`src/rtl/cmd_proc_if.sv`:
```
// cmd_proc_if: command handshake between the UART command wrapper (master) and cmd_proc (slave).
interface cmd_proc_if;
   logic [15:0] cmd;
   logic        cmd_rdy;
   logic        clr_cmd_rdy;
   logic        send_resp;
   modport master (output cmd, cmd_rdy, input clr_cmd_rdy, send_resp);
   modport slave  (input cmd, cmd_rdy, output clr_cmd_rdy, send_resp);
endinterface

```
`src/rtl/cmd_proc.sv`:
```
// cmd_proc: Knight command sequencer (gyro cal, heading-then-move with speed ramps, tour start).
// Define CMD_PROC_ABORT_EN to let opcode F abort a move straight into ramp-down.
module cmd_proc #(
   parameter logic [9:0]  FRWRD_INC = 10'h020,
   parameter logic [9:0]  MAX_SPD   = 10'h300,
   parameter logic [11:0] ERR_THR   = 12'h02C
) (
   input  logic               clk,
   input  logic               rst_n,
   cmd_proc_if.slave          bus,
   output logic               strt_cal,
   input  logic               cal_done,
   input  logic               heading_rdy,
   input  logic signed [11:0] error,
   input  logic               cntrIR,
   output logic [11:0]        dsrd_hdng,
   output logic [9:0]         frwrd,
   output logic               moving,
   output logic               fanfare_go,
   output logic               tour_go
);
   localparam logic [2:0] IDLE    = 3'd0;
   localparam logic [2:0] CAL     = 3'd1;
   localparam logic [2:0] HEAD    = 3'd2;
   localparam logic [2:0] RAMP_UP = 3'd3;
   localparam logic [2:0] RAMP_DN = 3'd4;
   localparam logic [9:0] DN_STEP = FRWRD_INC << 1;
   logic [2:0]  state, nxt;
   logic [3:0]  squares, op;
   logic [4:0]  line_cnt;
   logic        fanfare_en, cntr_q;
   logic        new_cmd, is_move, rise, settled, reached, abort, done, in_move;
   logic [11:0] abs_err;
   logic [10:0] up_sum;
   logic [9:0]  frwrd_nxt;
   assign op      = bus.cmd[15:12];
   // rst_n gating keeps the command strobes quiet while reset is held with cmd_rdy up
   assign new_cmd = rst_n && state == IDLE && bus.cmd_rdy;
   assign is_move = new_cmd && (op == 4'b0010 || op == 4'b0011);
   assign in_move = state == HEAD || state == RAMP_UP;
   assign abs_err = error[11] ? -error : error;
   assign settled = abs_err < ERR_THR;
   assign rise    = cntrIR && !cntr_q;
   assign reached = state == RAMP_UP && line_cnt == {squares, 1'b0};
   assign done    = state == RAMP_DN && frwrd == '0;
   assign up_sum  = {1'b0, frwrd} + {1'b0, FRWRD_INC};
`ifdef CMD_PROC_ABORT_EN
   assign abort = in_move && bus.cmd_rdy && op == 4'hF;
`else
   assign abort = 1'b0;
`endif
   always_comb begin
      frwrd_nxt = (state == RAMP_UP || state == RAMP_DN) ? frwrd : '0;
      if (heading_rdy && state == RAMP_UP)
         frwrd_nxt = (up_sum > {1'b0, MAX_SPD}) ? MAX_SPD : up_sum[9:0];
      else if (heading_rdy && state == RAMP_DN)
         frwrd_nxt = (frwrd > DN_STEP) ? frwrd - DN_STEP : '0;
   end
   always_comb begin
      nxt = state;
      case (state)
         IDLE:    nxt = !new_cmd ? IDLE : op == 4'b0000 ? CAL : is_move ? HEAD : IDLE;
         CAL:     nxt = cal_done ? IDLE : CAL;
         HEAD:    nxt = abort ? RAMP_DN : settled ? RAMP_UP : HEAD;
         RAMP_UP: nxt = (abort || reached) ? RAMP_DN : RAMP_UP;
         RAMP_DN: nxt = done ? IDLE : RAMP_DN;
         default: nxt = IDLE;
      endcase
   end
   assign bus.clr_cmd_rdy = new_cmd || abort;
   assign bus.send_resp   = (state == CAL && cal_done) || done;
   assign strt_cal        = new_cmd && op == 4'b0000;
   assign tour_go         = new_cmd && op == 4'b0100;
   assign fanfare_go      = reached && fanfare_en && !abort;
   assign moving          = in_move || (state == RAMP_DN && !done);
   always_ff @(posedge clk or negedge rst_n) begin
      if (!rst_n) begin
         state      <= IDLE;
         frwrd      <= '0;
         dsrd_hdng  <= '0;
         squares    <= '0;
         line_cnt   <= '0;
         fanfare_en <= 1'b0;
         cntr_q     <= 1'b0;
      end else begin
         state  <= nxt;
         frwrd  <= frwrd_nxt;
         cntr_q <= cntrIR;
         if (is_move) begin
            dsrd_hdng  <= {bus.cmd[11:4], 4'h0};
            squares    <= bus.cmd[3:0];
            fanfare_en <= op[0];
            line_cnt   <= '0;
         end else if (rise && in_move && line_cnt != 5'd31)
            line_cnt <= line_cnt + 5'd1;
      end
   end
endmodule

```
`src/flat_wrapper.sv`:
```
// flat-port wrapper written by rule: the top's interface ports become plain ports
module cmd_proc_flat 
#(
   parameter logic [9:0]  FRWRD_INC = 10'h020,
   parameter logic [9:0]  MAX_SPD   = 10'h300,
   parameter logic [11:0] ERR_THR   = 12'h02C
)
  (clk, rst_n, strt_cal, cal_done, heading_rdy, error, cntrIR, dsrd_hdng, frwrd, moving, fanfare_go, tour_go, bus_cmd, bus_cmd_rdy, bus_clr_cmd_rdy, bus_send_resp);
  cmd_proc_if bus_i ();
  input  logic clk;
  input  logic rst_n;
  output logic strt_cal;
  input  logic cal_done;
  input  logic heading_rdy;
  input  logic signed [11:0] error;
  input  logic cntrIR;
  output logic [11:0] dsrd_hdng;
  output logic [9:0] frwrd;
  output logic moving;
  output logic fanfare_go;
  output logic tour_go;
  input wire logic [$bits(bus_i.cmd)-1:0] bus_cmd;
  input wire logic [$bits(bus_i.cmd_rdy)-1:0] bus_cmd_rdy;
  output wire logic [$bits(bus_i.clr_cmd_rdy)-1:0] bus_clr_cmd_rdy;
  output wire logic [$bits(bus_i.send_resp)-1:0] bus_send_resp;
  assign bus_i.cmd = bus_cmd;
  assign bus_i.cmd_rdy = bus_cmd_rdy;
  assign bus_clr_cmd_rdy = bus_i.clr_cmd_rdy;
  assign bus_send_resp = bus_i.send_resp;
  cmd_proc #(.FRWRD_INC(FRWRD_INC), .MAX_SPD(MAX_SPD), .ERR_THR(ERR_THR)) u_core (.clk(clk), .rst_n(rst_n), .bus(bus_i), .strt_cal(strt_cal), .cal_done(cal_done), .heading_rdy(heading_rdy), .error(error), .cntrIR(cntrIR), .dsrd_hdng(dsrd_hdng), .frwrd(frwrd), .moving(moving), .fanfare_go(fanfare_go), .tour_go(tour_go));
endmodule
```
`config.mk`:
```
export PLATFORM = sky130hd
export DESIGN_NAME = cmd_proc_flat
export DESIGN_NICKNAME = d
export VERILOG_FILES = /design/src/rtl/cmd_proc_if.sv /design/src/rtl/cmd_proc.sv /design/src/flat_wrapper.sv
export SDC_FILE = /design/constraint.sdc
export NUM_CORES = 1
export LEC_CHECK = 0
export CORE_ASPECT_RATIO = 1.4
export CORE_UTILIZATION = 49
export CTS_CLUSTER_SIZE = 8
export DETAILED_ROUTE_END_ITERATION = 8
export HOLD_SLACK_MARGIN = 0.03
export PLACE_DENSITY = 0.86
export SYNTH_ARGS = -nofsm -noshare
export SYNTH_HDL_FRONTEND = slang
export SYNTH_SLANG_ARGS = --single-unit
```
`constraint.sdc`:
```
create_clock -name clk -period 2.8 [get_ports clk]
set_input_delay 0.56 -clock clk [delete_from_list [all_inputs] [get_ports clk]]
set_output_delay 0.56 -clock clk [all_outputs]
set_load 0.005 [all_outputs]
```
==> results of run 1 <==
## placed cells by master, fill, tap and decap left out, drive strengths merged, types with 2 or more instances in the layout
master	instances
nand4b	2
and2	3
o21ai	7
o22ai	2
xnor2	4
or2	2
nand3	6
conb	9
xor2	3
mux2	13
o211ai	3
nor3	4
a21o	2
buf	6
and3	2
nand2	13
nand2b	4
a211o	3
nand4	3
mux2i	3
a21oi	11
clkbuf	3
nor2b	3
dfrtp	27
inv	7
ha	7
clkdlybuf4s50	51
nor2	13
## power groups by stage
| stage | logic, mW | registers [mW] | clock network [mW] |
|---|---|---|---|
| global route | 0.559 | 0.629 | 0.231 |
| floorplan | 0.270 | 0.603 | 0 |
| detailed placement | 0.501 | 0.615 | 0 |
| CTS | 0.506 | 0.612 | 0.223 |
| finish | 0.500 | 0.612 | 0.222 |
| global placement | 0.490 | 0.612 | 0 |
## worst max-delay path, cell delays in order, from the launching register on
cell and delay, ps:
dfrtp_1 450, xnor2_1 170, nand3_1 110, nor3_1 310, nand3_1 150, nor2_1 100
clkdlybuf4s50_1 510
## cell families (layout without fill, tap and decap cells)
kind of cell / after synthesis / count (layout) / share of synthesized area
mux: 16 / 16 / 0.1043
flops: 27 / 27 / 0.3833
fa+ha+maj: 7 / 7 / 0.04968
xor+xnor: 7 / 7 / 0.03478
other cells: 1 / 9 / 0.002127
compound gates: 38 / 38 / 0.1512
simple gates: 60 / 60 / 0.2001
buf+inv: 20 / 69 / 0.07452
## per-layer routing
layer	track usage	routed length, µm	part of all wire	vias to the layer above
met5	0	0	0	-
met3	0.03542	195	0.055	5
li1	-	-	-	729
met2	0.3572	1861	0.52	42
met4	0.05263	27	0.0076	0
met1	0.2567	1468	0.41	706
## sequential cells by signal, indices dropped and copies added (netlist names)
name and cells:
u_core.frwrd 5, u_core.state 3, u_core.cntr_q 1, u_core.dsrd_hdng 8, u_core.line_cnt 5, u_core.fanfare_en 1, u_core.squares 4
## layout make-up
| cell class | count | area [µm²] |
|---|---|---|
| multi-input cells | 137 | 985.9 |
| well taps | 40 | 50.05 |
| inverters | 7 | 26.28 |
| flip-flops and latches | 27 | 676.9 |
| clock buffers | 3 | 41.29 |
| repair buffers | 58 | 568.0 |
| clock inverters | 1 | 5.005 |
| fillers | 263 | 1056 |
## how the worst max path moves through the flow
stage,from,end,slack [ps],cells after the start
after floorplan,u_core.frwrd[8],bus_send_resp,850,5
after global placement,rst_n,strt_cal,200,5
after detailed placement,rst_n,strt_cal,160,5
after CTS,u_core.frwrd[9],bus_send_resp,70,5
after global routing,u_core.line_cnt[2],fanfare_go,30,6
final,u_core.line_cnt[2],fanfare_go,170,6
==> flow_metrics.tcl, run 1 <==
set metrics [dict create \
    reg2reg_slack_ps 810 \
    p_clk_frac 0.166 \
    min_path_type "reg -> reg" \
    dp_hpwl_mm 2.766 \
    drtAntennaViolNets 0 \
    path_max_fanout 4 \
    post-route-min-period_ps 2634 \
    synthDistinctLibCells 48 \
    r2r_end "u_core.frwrd[7]" \
    p_leak_nw 1.058 \
    sw_frac_of_total 0.3121 \
    fmax_mhz 379.7 \
    cts_buffer_depth 2 \
    netSwitchingPower_uw 416.1 \
    drive_gt1_frac 0.1459 \
    ys_ff_latch 27 \
    synth_edf_count 0 \
    wl_mm 3.552 \
    cts_buffers 3 \
    grt_usage 0.2049 \
    dr_total_vias 1482 \
    cts_hold_buffers 0 \
    antenna_found_initial 0 \
    arrival_ps 2070 \
    synth_area_leaders "dfrtp_1 (38%), mux2_2 (6.4%), ha_1 (5.0%)" \
    min_path_cells 1 \
    ir_worst_vdd_v 0.0005805 \
    p_int_uw 917.3 \
    rsz0062_at_grt "no" \
    clkLatencyLatePin_ps 270 \
    dp.cells 269 \
    synth_top_area_share 0.3833 \
    finalPower_mw 1.333 \
    tritoncts "built" \
    htree_levels 1 \
    hold_start "u_core.squares[1]" \
    core_um2 3410 \
    async_reset_ff_frac 1.000 \
    ys_top_cells_by_count "dfrtp_1 (27), nand2_1 (13), nor2_1 (12), a21oi_1 (11), mux2_2 (10)" \
    grt_pass1_vias 1458 \
    end_kind "output pin" \
    finalSetupViolCount 0 \
    avgSynthCellArea_um2 10.02 \
    clk_pin_slew_ps 90 \
    fin_cells 273 \
    firstDrtPassIters 4 \
    wire_per_inst_um 13.01 \
    post-route-period-util 0.9407 \
    ios 62 \
    postCtsSetupBuffers 0 \
    seqPwrFrac 0.459 \
    gr-total-overflow 0 \
    synth_flop_cell "dfrtp_1" \
    hold_end "u_core.squares[1]" \
    yosysMostFrequentCell "dfrtp_1" \
    grt_pass1_wl_mm 6.141 \
    start_util 0.5171 \
    finClkSkew_ps 4.184 \
    synth_top_cell_by_area "dfrtp_1" \
    die_width_um 52.70 \
    fin_util 0.6903 \
    via_per_inst 5.429 \
    die_area_um2 3845 \
    fin_area_um2 2354 \
    hold_ws_ps 512.3 \
    drv_cap 0 \
    dieHeight_um 72.97 \
    r2r-start "u_core.frwrd[6]" \
    ys_seq_area_frac 0.3833 \
    status "finished, final reports clean" \
    rr_worst_depth 7 \
    tightest_slew_ps 519.4 \
    n_antenna_cell 0 \
    relSlewSlack 0.6532 \
    nNetsFinal 275 \
    cts.sinks 27 \
    place_area_um2 2303 \
    drt-initial-drc-count 17 \
    setup_tns_ps 0 \
    p_per_area_nw_per_um2 566.6 \
    worstPathRequired_ps 2240 \
    setup_ws_ps 166.2 \
    syn_inst 176 \
    syn_area_um2 1763 \
    crit_type "reg -> out" \
    place_ws_ps 164.4 \
    gp_congestion 0.8463 \
    numPortBuffers 52 \
    rows 25 \
    cts.repair.resized 0 \
    clock-root-buffer "clkbuf_8" \
    grt_max_degree 28 \
    hold_viol 0 \
    syn_to_final_growth_pct 33.50 \
    drc_errors 0 \
    pwr-share-comb 0.375 \
    synth.yosys.warnings 0 \
    cp-start-kind "flop" \
    slew_violations 0 \
]
Power figures use the tool's default switching activity.
==> run 2: changes to the inputs <==
--- a/config.mk
+++ b/config.mk
@@ -5,12 +5,15 @@
 export SDC_FILE = /design/constraint.sdc
 export NUM_CORES = 1
 export LEC_CHECK = 0
+export CELL_PAD_IN_SITES_DETAIL_PLACEMENT = 0
+export CELL_PAD_IN_SITES_GLOBAL_PLACEMENT = 1
 export CORE_ASPECT_RATIO = 1.4
-export CORE_UTILIZATION = 49
+export CORE_UTILIZATION = 36
 export CTS_CLUSTER_SIZE = 8
 export DETAILED_ROUTE_END_ITERATION = 8
 export HOLD_SLACK_MARGIN = 0.03
-export PLACE_DENSITY = 0.86
+export PLACE_DENSITY_LB_ADDON = 0.1
+export SLEW_MARGIN = 25
 export SYNTH_ARGS = -nofsm -noshare
 export SYNTH_HDL_FRONTEND = slang
 export SYNTH_SLANG_ARGS = --single-unit
==> flow_metrics.tcl, run 2 (synthesis results as in run 1) <==
set metrics [dict create \
    status "finished, final reports clean" \
    drive_gt1_frac 0.1453 \
    cts_buffer_depth 2 \
    arrival_ps 2080 \
    via_per_inst 4.926 \
    place_ws_ps 150.9 \
    final_common_cell "clkdlybuf4s50_1" \
    cts_buffers 3 \
    p_leak_nw 1.065 \
    relSlewSlack 0.6667 \
    crit_slowest_cell "clkdlybuf4s50_1" \
    reg_top3 "u_core.dsrd_hdng: 8 flops, u_core.frwrd: 5 flops, u_core.line_cnt: 5 flops" \
    p_per_area_nw_per_um2 557.5 \
    clkLatencyLatePin_ps 260 \
    wire_per_inst_um 13.09 \
    tightest_slew_ps 499.2 \
    syn_to_final_growth_pct 35.63 \
    finalSetupViolCount 0 \
    crit_chain "clkdlybuf4s50_1 -> nand4b_1 -> nor3_2 -> and2_1 -> clkdlybuf4s50_1" \
    hold_ws_ps 518.1 \
    drv_cap 0 \
    drt-initial-drc-count 63 \
    reg2reg_slack_ps 800 \
    hold_viol 0 \
    ir_worst_vdd_v 0.0003526 \
    fmax_mhz 379.0 \
    setup_ws_ps 161.2 \
    rows 29 \
    grt_pass1_vias 1464 \
    slew_violations 0 \
    dr_total_vias 1458 \
    firstDrtPassIters 4 \
    setup_tns_ps 0 \
    post-route-min-period_ps 2639 \
    antenna_found_initial 0 \
    clock-root-buffer "clkbuf_8" \
    layout_common_cells "clkdlybuf4s50_1 (51), dfrtp_1 (27), nand2_1 (13)" \
    grt_pass1_wl_mm 6.492 \
    die_area_um2 5185 \
    crit_type "in -> out" \
    cts.sinks 27 \
    ios 62 \
    critical-path-max-stage-delay_ps 510 \
    gr-total-overflow 0 \
    end_kind "output pin" \
    finalPower_mw 1.333 \
    critical_path.top_delay_family "buffers and inverters" \
    grt_usage 0.1636 \
    min_path_type "reg -> reg" \
    clk_pin_slew_ps 90 \
    nNetsFinal 276 \
    die_width_um 61.15 \
    rsz0062_at_grt "no" \
    n_antenna_cell 0 \
    tritoncts "built" \
    drtAntennaViolNets 0 \
    start_util 0.3826 \
    cts_hold_buffers 0 \
    grt_max_degree 28 \
    crit_top_cell "clkdlybuf4s50_1" \
    finClkSkew_ps 0.8095 \
    path_max_fanout 3 \
    dp_hpwl_mm 3.163 \
    largest_reg_flops 8 \
    dieHeight_um 84.80 \
    gp_congestion 0.8057 \
    drc_errors 0 \
    worstPathRequired_ps 2240 \
    post-route-period-util 0.9424 \
    cp.buffers_inverters 2 \
    htree_levels 1 \
    numPortBuffers 52 \
    top_register "u_core.dsrd_hdng" \
    core_um2 4608 \
    wl_mm 3.875 \
    cp-start-kind "primary input" \
]
[run 2: cell types whose count changed in the layout (fill, tap and decap cells not counted), sizes merged]
cell,change
clkinv,-1
buf,+1
clkbuf,+1
[run 2: final timing paths]
kind / cells after the start / endpoint / start
setup / recovery: 5 / strt_cal / rst_n
hold / removal: 1 / u_core.squares[1] / u_core.squares[1]
setup reg to reg: 7 / u_core.frwrd[7] / u_core.frwrd[7]
hold reg to reg: 1 / u_core.squares[1] / u_core.squares[1]
max in group asynchronous: 2 / u_core.line_cnt[0] / rst_n
min in group asynchronous: 2 / u_core.dsrd_hdng[6] / rst_n
[run 2: through the flow]
stage               cells  instance area (µm²)    util
detailed placement    292                 2338  0.5075
floorplan             184                 1793       -
global placement      292                 2338  0.5075
CTS                   296                 2384  0.5172
global route          296                 2391  0.5189
finish                296                 2391  0.5189
[run 2: layout make-up]
cell class	instances	area [µm²]
Fill cell	457	2217
Multi-Input combinational cell	137	991.0
Sequential cell	27	675.6
Timing Repair Buffer	59	575.6
Tap cell	62	77.57
Clock buffer	4	45.04
Inverter	7	26.28
[run 2: per-layer routing]
layer | vias to the layer above | wire length, µm | GRT usage | part of all wire
met5 | - | 0 | 0 | 0
met2 | 29 | 2134 | 0.2826 | 0.55
met1 | 695 | 1601 | 0.2045 | 0.41
met3 | 2 | 106 | 0.01233 | 0.027
met4 | 0 | 32 | 0.06198 | 0.0083
li1 | 732 | - | - | -
[run 2: report_power, final]
group | internal (mW) | switching [mW] | total [mW]
Combinational | 0.310 | 0.197 | 0.507
Sequential | 0.510 | 0.102 | 0.611
Clock | 0.102 | 0.113 | 0.215
[run 2: what timing repair did]
action                                  4_1_cts  5_1_grt
resized for setup                             0        2
endpoints found under the setup margin        0        2
setup buffers                                 0        0
==> variant, RTL diff (settings of run 2) <==
`MAX_SPD` is set to 10'h300 in 2 places; all go to 10'h180.
--- a/src/rtl/cmd_proc.sv
+++ b/src/rtl/cmd_proc.sv
@@ -2,7 +2,7 @@
 // Define CMD_PROC_ABORT_EN to let opcode F abort a move straight into ramp-down.
 module cmd_proc #(
    parameter logic [9:0]  FRWRD_INC = 10'h020,
-   parameter logic [9:0]  MAX_SPD   = 10'h300,
+   parameter logic [9:0]  MAX_SPD   = 10'h180,
    parameter logic [11:0] ERR_THR   = 12'h02C
 ) (
    input  logic               clk,
--- a/src/flat_wrapper.sv
+++ b/src/flat_wrapper.sv
@@ -2,7 +2,7 @@
 module cmd_proc_flat 
 #(
    parameter logic [9:0]  FRWRD_INC = 10'h020,
-   parameter logic [9:0]  MAX_SPD   = 10'h300,
+   parameter logic [9:0]  MAX_SPD   = 10'h180,
    parameter logic [11:0] ERR_THR   = 12'h02C
 )
   (clk, rst_n, strt_cal, cal_done, heading_rdy, error, cntrIR, dsrd_hdng, frwrd, moving, fanfare_go, tour_go, bus_cmd, bus_cmd_rdy, bus_clr_cmd_rdy, bus_send_resp);
Behaviour: same outputs for any inputs over 10 cycles, from zero or initial values and one cycle with rst_n low; that may be too few to reach the edited logic, so the function may still have changed.
==> variant against run 2 <==
- non-clock buffer count decreased by 4
- sequential cell count stayed put
- utilization is 0.74 points lower
- worst hold slack worse by 0.0017 ns
- register-to-register slack better by 0.03 ns
- power rose by 4.1%
- wire length down 1.7%
- setup slack lost 0.062 ns
- clock skew increased by 0.0072 ns
- cell area decreased by 2.2%
- synthesized area shrank 2.0%
- critical path type unchanged
- highest routed layer unchanged
==> variant: results (changes against run 2) <==
Parameter                              Value

Synthesis
  Most frequent cells after synthesis ... sky130_fd_sc_hd__dfrtp_1 (27), sky130_fd_sc_hd__nor2_1 (15), sky130_fd_sc_hd__mux2_2 (13), sky130_fd_sc_hd__buf_4 (11), sky130_fd_sc_hd__nand2_1 (11)
  Post-Synth Adder-Cell Area ... 5.07% (+0.10 points)
  Largest cells by area after synthesis ... sky130_fd_sc_hd__dfrtp_1 (39%), sky130_fd_sc_hd__mux2_2 (8.5%), sky130_fd_sc_hd__ha_1 (5.1%)
  Share of the synthesized area in the top cell type ... 39.1% (+0.78 points)
  Mux contribution to synthesized area ... 9.63% (-0.80 points)
  Async set-reset flop share out of synthesis ... 100% (unchanged)
  Area share of xor/xnor cells in the synthesized design ... 4.56% (+1.1 points)

Place
  Pre-CTS worst setup slack ... 0.0178 ns (-0.133 ns)
  Total half-perimeter wirelength after legalization and detailed placement ... 3040 um (-3.8%)
  Last weighted congestion value of the routability-driven placer ... 0.824 (+2.2%)

Route
  Total wire length after detailed routing ... 3810 um (-1.7%)
  Vias/cell ... 4.99 (+1.3%)
  Total routed wire length on the met1 layer ... 1390 um (-13%)
  Initial detailed-routing violation count ... 34 (-46%)
  Met3 Wirelength ... 123 um (+16%)
  Highest metal layer used by the detailed router ... met4

CTS
  Number of post-CTS setup repair buffers ... 0 (unchanged)

Pwr
  Worst VDD drop ... 0.334 mV (-5.3%)
  Leakage power summed over all cells ... 1.03 nW (-2.8%)
  Internal Dissipation ... 0.927 mW (+0.56%)
  Comb. pwr ... 0.542 mW (+6.9%)
  Sequential power share ... 45.3% (-0.6 points)

Worst setup path
  Reg2Reg Capture Point ... u_core.line_cnt[3]
  WP data arrival ... 2.14 ns (+0.06 ns)
  Critical Path Fanout Max ... 4 (+1)
  R2R setup slack ... 0.83 ns (+0.03 ns)
  Reg-to-reg startpoint ... u_core.line_cnt[0]

Global routing
  Met2 routing resource usage after global routing ... 30.3% (+2.0 points)
  Met3 GRT Util ... 2.64% (+1.4 points)
  Via count of the first global-routing pass ... 1427 (-2.5%)
  Total routing usage reported by global routing ... 15.3% (-1.1 points)
  Met1 usage ... 14.9% (-5.6 points)

Run status
  Result of the run ... complete, no violations

Worst hold path
  Critical hold path startpoint ... u_core.fanfare_en
  Hold Path Sink ... u_core.fanfare_en

Final layout
  Layout net count ... 269 (-2.5%)
  Share of cells above drive strength 1 ... 14.5% (about the same)

Timing
  Achievable Freq ... 370 MHz (-2.3%)
  Worst setup skew after layout ... 0.00801 ns (+0.00720 ns)
  Worst hold margin ... 0.516 ns (-0.00169 ns)
==> variant: cells by family after synthesis <==
family                   Yosys count
AO/OA/AOI/OAI                     30
AND/OR/NAND/NOR                   63
XOR/XNOR                           9
flip-flops                        27
adder cells (fa/ha/maj)            7
buffers and inverters             21
multiplexers                      15
other                              1
==> variant: cell type report <==
cell class                      instances  area (um2)
Clock inverter                          1        5.00
Fill cell                             466        2230
Inverter                                8        30.0
Sequential cell                        27         676
Clock buffer                            3        41.3
Timing Repair Buffer                   55         543
Tap cell                               62        77.6
Multi-Input combinational cell        133         966
==> variant: repair_timing <==
item,in CTS,in global routing
resized for setup,0,2
endpoints found under the setup margin,0,2
hold buffers,0,0
==> variant: stage by stage <==
step	area, um2	power (mW)	utilization [%]	cells
finish	2340	1.39	51.1	289
floorplan	1760	0.927	-	181
CTS	2330	1.40	50.9	289
global route	2340	1.49	51.1	289
global placement	2280	1.15	49.9	285
detailed placement	2280	1.17	49.9	285
